==> src/rtl/multi_acc_core.sv <==
// Multi-channel streaming accumulator: per-channel running sums of a programmable
// length, with optional saturation and a single-entry valid/ready result register.
module multi_acc_core #(
  parameter int unsigned IN_DATA_WIDTH = 8,
  parameter int unsigned DWIDTH        = 16,
  parameter int unsigned NUM_CH        = 4,
  parameter int unsigned CNT_WIDTH     = 8,
  localparam int unsigned CH_W         = (NUM_CH > 1) ? $clog2(NUM_CH) : 1
) (
  input  logic                     clk,
  input  logic                     reset_n,
  input  logic [IN_DATA_WIDTH-1:0] number_i,
  input  logic [CH_W-1:0]          ch_i,
  input  logic                     valid_i,
  input  logic                     run_i,
  input  logic [CNT_WIDTH-1:0]     len_i,
  input  logic                     sat_en_i,
  input  logic                     ready_i,
  output logic                     ready_o,
  output logic                     valid_o,
  output logic [CH_W-1:0]          ch_o,
  output logic [DWIDTH-1:0]        result_o,
  output logic                     ovf_o
);

  localparam int unsigned SW = DWIDTH + 1;

  typedef enum logic [0:0] {StEmpty, StFull} out_state_e;

  logic [DWIDTH-1:0]    acc_q [NUM_CH];
  logic [CNT_WIDTH-1:0] cnt_q [NUM_CH];
  logic [NUM_CH-1:0]    ovf_q;

  out_state_e        state_q;
  logic [DWIDTH-1:0] res_q;
  logic [CH_W-1:0]   ch_q;
  logic              ovf_out_q;

  logic [DWIDTH-1:0]    acc_sel;
  logic [CNT_WIDTH-1:0] cnt_sel;
  logic                 ovf_sel;
  logic                 ch_ok;
  logic                 accept;
  logic [SW-1:0]        sum_w;
  logic                 carry;
  logic [DWIDTH-1:0]    sum_n;
  logic [CNT_WIDTH:0]   len_eff;
  logic [CNT_WIDTH:0]   cnt_inc;
  logic                 done;

  assign valid_o  = (state_q == StFull);
  assign ready_o  = !valid_o || ready_i;
  assign result_o = res_q;
  assign ch_o     = ch_q;
  assign ovf_o    = ovf_out_q;

  always_comb begin
    acc_sel = '0;
    cnt_sel = '0;
    ovf_sel = 1'b0;
    for (int unsigned c = 0; c < NUM_CH; c++) begin
      if (ch_i == CH_W'(c)) begin
        acc_sel = acc_q[c];
        cnt_sel = cnt_q[c];
        ovf_sel = ovf_q[c];
      end
    end
  end

  always_comb begin
    ch_ok   = 32'(ch_i) < NUM_CH;
    accept  = valid_i && run_i && ready_o && ch_ok;
    sum_w   = {1'b0, acc_sel} + SW'(number_i);
    carry   = sum_w[DWIDTH];
    sum_n   = (carry && sat_en_i) ? '1 : sum_w[DWIDTH-1:0];
    // A zero length behaves as a single-sample accumulation.
    len_eff = (len_i == '0) ? (CNT_WIDTH+1)'(1) : {1'b0, len_i};
    cnt_inc = {1'b0, cnt_sel} + (CNT_WIDTH+1)'(1);
    done    = accept && (cnt_inc >= len_eff);
  end

  always_ff @(posedge clk or negedge reset_n) begin
    if (!reset_n) begin
      for (int unsigned c = 0; c < NUM_CH; c++) begin
        acc_q[c] <= '0;
        cnt_q[c] <= '0;
      end
      ovf_q <= '0;
    end else if (!run_i) begin
      for (int unsigned c = 0; c < NUM_CH; c++) begin
        acc_q[c] <= '0;
        cnt_q[c] <= '0;
      end
      ovf_q <= '0;
    end else if (accept) begin
      for (int unsigned c = 0; c < NUM_CH; c++) begin
        if (ch_i == CH_W'(c)) begin
          if (done) begin
            acc_q[c] <= '0;
            cnt_q[c] <= '0;
            ovf_q[c] <= 1'b0;
          end else begin
            acc_q[c] <= sum_n;
            cnt_q[c] <= cnt_inc[CNT_WIDTH-1:0];
            ovf_q[c] <= ovf_sel | carry;
          end
        end
      end
    end
  end

  // Completion can only occur when ready_o is high, so a held result is never overwritten.
  always_ff @(posedge clk or negedge reset_n) begin
    if (!reset_n) begin
      state_q   <= StEmpty;
      res_q     <= '0;
      ch_q      <= '0;
      ovf_out_q <= 1'b0;
    end else begin
      unique case (state_q)
        StEmpty: begin
          if (done) begin
            state_q   <= StFull;
            res_q     <= sum_n;
            ch_q      <= ch_i;
            ovf_out_q <= ovf_sel | carry;
          end
        end
        StFull: begin
          if (done) begin
            res_q     <= sum_n;
            ch_q      <= ch_i;
            ovf_out_q <= ovf_sel | carry;
          end else if (ready_i) begin
            state_q <= StEmpty;
          end
        end
        default: state_q <= StEmpty;
      endcase
    end
  end

endmodule

==> config.mk <==
export PLATFORM = sky130hd
export DESIGN_NAME = multi_acc_core
export DESIGN_NICKNAME = d
export VERILOG_FILES = /design/src/rtl/multi_acc_core.sv
export SDC_FILE = /design/constraint.sdc
export NUM_CORES = 1
export LEC_CHECK = 0
export CAP_MARGIN = 20
export CELL_PAD_IN_SITES_DETAIL_PLACEMENT = 0
export CELL_PAD_IN_SITES_GLOBAL_PLACEMENT = 2
export CORE_UTILIZATION = 29
export DETAILED_ROUTE_END_ITERATION = 10
export PLACE_DENSITY_LB_ADDON = 0.1
export SLEW_MARGIN = 20
export SYNTH_ARGS = -nofsm -noshare
export SYNTH_HDL_FRONTEND = slang
export SYNTH_SLANG_ARGS = --single-unit
==> constraint.sdc <==
create_clock -name clk -period 4.8 [get_ports clk]
set_clock_uncertainty 0.05 [all_clocks]
set_input_delay 1.2 -clock clk [delete_from_list [all_inputs] [get_ports clk]]
set_output_delay 1.2 -clock clk [all_outputs]
set_load 0.01 [all_outputs]
==> results.cfg, run 1 <==
[sta]
fin_crit_sh_pct = 93.17
fin_crit_ns = 4.472
slew_headroom_pct = 35.64
setup_viol = 0
fmax_mhz = 223.6
tns_ns = 0
holdWs_ns = 0.4276
hold_viol_final = 0
rsz0062_at_grt = false
worst_slew_pin_slew_ns = 0.9655
slew_violations = 0

[synth]
synth-edff-count = 0
syn-instance-count = 538
synth_warnings = 0
syn_area_per_cell_um2 = 11.19
async_flop_share_pct = 100.0
ys_ff_latch = 120
ys_seq_area_share_pct = 49.88
syn_area_um2 = 6021
synth_cell_types = 51
synth_top_flop_cell = dfrtp_1
synth.net_count = 580

[cells_and_area]
seqCellArea_um2 = 3003
area_growth_pct = 28.10
insertedDiodeCount = 0
final_cell_mix = 120 x dfrtp_1, 93 x nand2_1, 52 x o21ai_0
layout-drive-gt1-share_pct = 21.98
fin_nets = 666
multi_input_area_um2 = 2743
layout_commonest_cell = dfrtp_1
fillerInstances = 2028

[floorplan]
dieArea_um2 = 21340
start_util_pct = 29.66
die_y_um = 146.1
pin_count = 45
die_w_um = 146.1
core-area_um2 = 20300
row_count = 52

[power_and_ir_drop]
pwr-share-seq_pct = 39.9
power.leakage_nw = 3.619
combPwrFrac_pct = 9.8
switching_power_w = 0.0006672
netSwitchingFraction_pct = 25.37
clkPwrFrac_pct = 50.3
peakVddDrop_uv = 232.9
intPower_w = 0.001962
cellPowerDensity_nw_per_um2 = 341.0

[drt]
totalWireLength_um = 17880
via_per_inst = 4.949
vias = 4489
wire_per_inst_um = 19.71
first_iter_violations = 193
drc_errors = 0
drtAntennaViolNets = 0
dr.pass1.iters = 4

[cts]
post_cts_buffers = 0
numCtsBuffers = 17
cts_tree = yes
cts-resized-gates = 0
clk_latency_ns = 0.42
cts-root-buf = clkbuf_16
cts.clk_slew.worst_paths_ns = 0.05
h-tree-depth = 4
clk_path_buf_depth = 2
cts_hold_buf = 0
cts_sinks = 120

[critical_path]
cp_max_fo = 13
setup.worst_path.class = in -> reg
startpoint_type = primary input
critPathArrivalTime_ns = 4.75
crit_required_ns = 5.08
cp-end-kind = register

[global_route]
top_usage_layer = met2
grt-ovfl-total = 0
met2_usage_pct = 29.21
grt_pass1_wl_um = 28640
use_met1_pct = 24.74
use_met3_pct = 3.313
antenna_found_initial = 0
grt_pass1_vias = 4691
grt_use_total_pct = 18.10
grt_max_degree = 69

[status]
status = finished, final reports clean

[placement]
dp_hpwl_um = 12030
gp_congestion = 0.7472
io_buffers = 44

[flow_run]
cap_violations = 0

[min_path]
hp-class = reg -> reg
-- flip-flops by register name, indices dropped and copies added, names as in the netlist --
| name | flops |
|---|---|
| ovf_o | 1 |
| valid_o | 1 |
| ovf_q | 4 |
| result_o | 16 |
| cnt_q | 32 |
| acc_q | 64 |
| ch_o | 2 |
-- layout make-up --
type / count / share of cell area [%]
Inverter: 29 / 1.411
Tap cell: 270 / 4.380
Multi-Input combinational cell: 361 / 35.56
Timing Repair Buffer: 95 / 11.88
Clock inverter: 14 / 2.271
Clock buffer: 18 / 5.565
Sequential cell: 120 / 38.94
-- cells by family (layout without fill, tap and decap cells) --
logic type      count (synthesis)  count (layout)  synth area share, %
compound gates                140             140                14.94
fa+ha+maj                      18              18                3.865
xor+xnor                       12              12                1.746
flops                         120             120                49.88
buf+inv                        57             156                4.987
simple gates                  145             145                11.60
mux                            46              46                12.99
-- metrics by stage --
| stage | instance area (um2) | setup WS [ns] | cells | utilization (%) | total power [W] |
|---|---|---|---|---|---|
| floorplan | 6053 | 0.01956 | 538 | - | 0.001196 |
| global placement | 7108 | -0.08867 | 875 | 35.02 | 0.001328 |
| detailed placement | 7108 | -0.1573 | 875 | 35.02 | 0.001330 |
| CTS | 7712 | 0.2745 | 907 | 37.99 | 0.002661 |
| global route | 7712 | 0.02432 | 907 | 37.99 | 0.002727 |
| finish | 7712 | 0.3278 | 907 | 37.99 | 0.002630 |
-- cells in the mapped netlist (2+ instances only) --
cell type	count	share of area [%]
a211o_1	2	0.29
or3_1	2	0.21
nand3_1	7	0.58
mux2_2	7	1.3
buf_12	2	0.67
nand2_1	93	5.8
a21o_1	4	0.50
o31a_1	2	0.29
a21oi_1	11	0.91
o21a_1	4	0.50
o21ai_2	10	1.5
o21ai_0	52	4.3
dfrtp_1	120	50
or2_1	2	0.21
xnor2_1	7	1.0
nor3_1	2	0.17
mux2i_1	14	2.3
a31oi_1	2	0.21
o21ai_1	22	1.8
ha_1	17	3.5
a22o_1	24	3.5
a41oi_1	2	0.29
mux4_2	25	9.4
nand2b_1	8	0.83
buf_2	9	0.75
nor2_4	7	1.3
xor2_1	5	0.73
inv_1	29	1.8
and2_1	3	0.31
nor2_1	11	0.69
buf_6	5	0.94
clkbuf_1	9	0.56
-- final timing paths --
| path | from | end | slack, ns | cells after the start |
|---|---|---|---|---|
| min in group asynchronous | reset_n | result_o[3] | 0.84 | 1 |
| hold / removal | ovf_q[2] | ovf_q[2] | 0.43 | 2 |
| setup / recovery | ch_i[1] | ovf_q[0] | 0.33 | 17 |
| max in group asynchronous | reset_n | cnt_q[9] | 2.87 | 2 |
| setup reg to reg | cnt_q[1] | ovf_q[0] | 1.18 | 16 |
| hold reg to reg | ovf_q[2] | ovf_q[2] | 0.43 | 2 |
-- power by group through the flow --
| stage | sequential (W) | clock [W] | combinational (W) |
|---|---|---|---|
| after floorplan | 0.00107 | 0 | 0.000127 |
| after global placement | 0.00107 | 0 | 0.000262 |
| after detailed placement | 0.00107 | 0 | 0.000264 |
| after CTS | 0.00105 | 0.00135 | 0.000265 |
| after global routing | 0.00105 | 0.00139 | 0.000284 |
| final | 0.00105 | 0.00132 | 0.000259 |
-- critical path, cell delays in order --
cell	delay [ns]
clkdlybuf4s50_1	0.59
mux4_2	0.41
ha_4	0.21
nand3_2	0.08
nor2_1	0.07
xnor2_2	0.17
inv_1	0.06
ha_1	0.28
a211o_1	0.26
a21oi_1	0.10
o21ai_0	0.10
a31oi_1	0.14
buf_4	0.14
nand4b_4	0.10
or3_1	0.43
buf_12	0.19
o21ai_0	0.19
-- routing by layer --
layer	vias to the layer above	routed length, um	part of all wire (%)
met5	-	0	0
met4	0	233	1.3
met3	17	471	2.6
met2	69	8466	47
met1	2328	8707	49
li1	2075	-	-
Power figures use the tool's default switching activity.
==> run 2: changes to the inputs <==
--- a/config.mk
+++ b/config.mk
@@ -8,6 +8,7 @@
 export CAP_MARGIN = 20
 export CELL_PAD_IN_SITES_DETAIL_PLACEMENT = 0
 export CELL_PAD_IN_SITES_GLOBAL_PLACEMENT = 2
+export CORE_MARGIN = 2
 export CORE_UTILIZATION = 29
 export DETAILED_ROUTE_END_ITERATION = 10
 export PLACE_DENSITY_LB_ADDON = 0.1
==> run 2 against run 1 <==
  * Maximum frequency increased by 0.97%
  * Critical path type unchanged
  * Worst hold slack about the same
  * Global-route usage decreased by 1.1 points
  * Critical path depth unchanged
  * Critical endpoint is now cnt_q[20]
  * Clock power decreased by 7%
  * Cell area decreased by 0.79%
==> results.cfg, run 2 (synthesis gave the netlist of run 1 again) <==
[flow_run]
cap_violations = 0

[drt]
via_per_inst = 4.879
wire_per_inst_um = 19.38
drc_errors = 0
totalWireLength_um = 17480
first_iter_violations = 278
vias = 4401
dr.pass1.iters = 4
drtAntennaViolNets = 0

[cts]
cts-root-buf = clkbuf_16
cts-resized-gates = 0
clk_latency_ns = 0.41
cts_tree = yes
clk_path_buf_depth = 2
h-tree-depth = 4
numCtsBuffers = 17
cts_sinks = 120
cts_hold_buf = 0
cts.clk_slew.worst_paths_ns = 0.06
post_cts_buffers = 0

[placement]
post-place-ws_ns = -0.09874
io_buffers = 44
gp_congestion = 0.7546
dp_hpwl_um = 11920

[sta]
worst_slew_pin_slew_ns = 0.9567
hold_viol_final = 0
fin_crit_ns = 4.429
slew_violations = 0
fin_crit_sh_pct = 92.28
fmax_mhz = 225.8
worst_slack_ns = 0.3706
setup_viol = 0
slew_headroom_pct = 36.22
rsz0062_at_grt = false

[critical_path]
startpoint_type = primary input
setup.worst_path.class = in -> reg
r2r-start = cnt_q[1]
crit_top_cell = buf_4
r2r_setup_slack_ns = 1.20
r2r_cells = 17
crit_chain = clkdlybuf4s50_1 -> buf_4 -> mux4_2 -> nand4_1 -> xor2_1 -> inv_1 -> ha_1 -> a211o_1 -> a21oi_1 -> o21ai_0 -> a31oi_1 -> buf_4 -> nand4b_4 -> buf_4 -> or2_1 -> buf_12 -> o21ai_0
critPathMaxStageDelay_ns = 0.53
crit_required_ns = 5.06
cp-end-kind = register
crit_slowest_cell = clkdlybuf4s50_1
cp_max_fo = 19
r2r_end = cnt_q[20]
critPathArrivalTime_ns = 4.69

[cells_and_area]
final_cell_mix = 120 x dfrtp_1, 93 x nand2_1, 52 x o21ai_0
layout_commonest_cell = dfrtp_1
area_growth_pct = 27.08
top_register = acc_q
insertedDiodeCount = 0
layout-drive-gt1-share_pct = 21.04
fin_nets = 662
largest_reg_flops = 64

[power_and_ir_drop]
power.leakage_nw = 3.596
cellPowerDensity_nw_per_um2 = 331.0
peakVddDrop_uv = 219.4
clkPwrFrac_pct = 48.5
combPwrFrac_pct = 10.1
pwr-share-seq_pct = 41.4
total_power_w = 0.002532
switching_power_w = 0.0006264
intPower_w = 0.001906
netSwitchingFraction_pct = 24.74

[min_path]
worstHoldStart = cnt_q[6]
min_path_cells = 2
worstHoldEndpoint = cnt_q[6]
hp-class = reg -> reg

[floorplan]
pin_count = 45
start_util_pct = 29.66
dieArea_um2 = 21930
die_y_um = 148.1
row_count = 52
die_w_um = 148.1
core-area_um2 = 20300

[global_route]
grt_pass1_vias = 4649
antenna_found_initial = 0
grt-ovfl-total = 0
grt_pass1_wl_um = 27970
grt_max_degree = 71
grt_use_total_pct = 17.03

[status]
status = finished, final reports clean
run 2: cell count changes in the layout (fill, tap and decap cells not counted):
cell / delta
buf_12: +1
buf_4: -5
bufinv_16: -2
clkbuf_1: +2
clkbuf_8: +4
clkinv_2: +1
clkinv_4: -3
clkinvlp_4: -1
inv_6: -2
run 2: area by class of cell:
| class | instances | area [um2] |
|---|---|---|
| clock buffers | 24 | 491.7 |
| clock inverters | 7 | 68.82 |
| fillers | 2040 | 12650 |
| inverters | 29 | 108.9 |
| multi-input cells | 361 | 2743 |
| flip-flops and latches | 120 | 3003 |
| well taps | 270 | 337.8 |
| repair buffers | 91 | 898.4 |
run 2: metal layers:
layer	part of all wire [%]	vias up	GRT usage [%]	wire, um
met5	0	-	0	0
met4	0.35	0	3.714	61
met3	3.2	2	3.589	559
met2	48	76	27.82	8412
met1	48	2246	23.46	8450
li1	-	2077	-	-
run 2: worst max-delay path by stage:
stage	slack (ns)	endpoint	from
floorplan	0.02	acc_q[58]	ch_i[0]
global placement	-0.03	acc_q[51]	ch_i[1]
detailed placement	-0.1	acc_q[47]	ch_i[1]
CTS	0.32	cnt_q[20]	ch_i[1]
global route	0.15	acc_q[63]	ch_i[1]
finish	0.37	cnt_q[20]	ch_i[1]
run 2: power by group through the flow:
| stage | clock network (W) | logic [W] | registers, W |
|---|---|---|---|
| global route | 0.00131 | 0.000283 | 0.00105 |
| finish | 0.00123 | 0.000255 | 0.00105 |
| global placement | 0 | 0.000261 | 0.00107 |
| detailed placement | 0 | 0.000262 | 0.00107 |
| floorplan | 0 | 0.000127 | 0.00107 |
| CTS | 0.00126 | 0.000263 | 0.00105 |
run 2: critical path, delay by kind of cell:
kind,cells,cell delay (ns)
AO/OA/AOI/OAI,5,0.82
XOR/XNOR,1,0.27
adder cells (fa/ha/maj),1,0.21
buffers and inverters,6,1.31
multiplexers,1,0.38
AND/OR/NAND/NOR,3,0.48
run 2: per-stage QoR:
stage | utilization, % | hold WS (ns) | std cells | TNS (ns) | cell area, um2
floorplan | - | 0.3946 | 538 | 0 | 6053
global placement | 34.93 | 0.4061 | 871 | -0.5292 | 7091
detailed placement | 34.93 | 0.4150 | 871 | -2.493 | 7091
CTS | 37.69 | 0.4275 | 902 | 0 | 7651
global route | 37.69 | 0.4459 | 902 | 0 | 7651
finish | 37.69 | 0.4271 | 902 | 0 | 7651
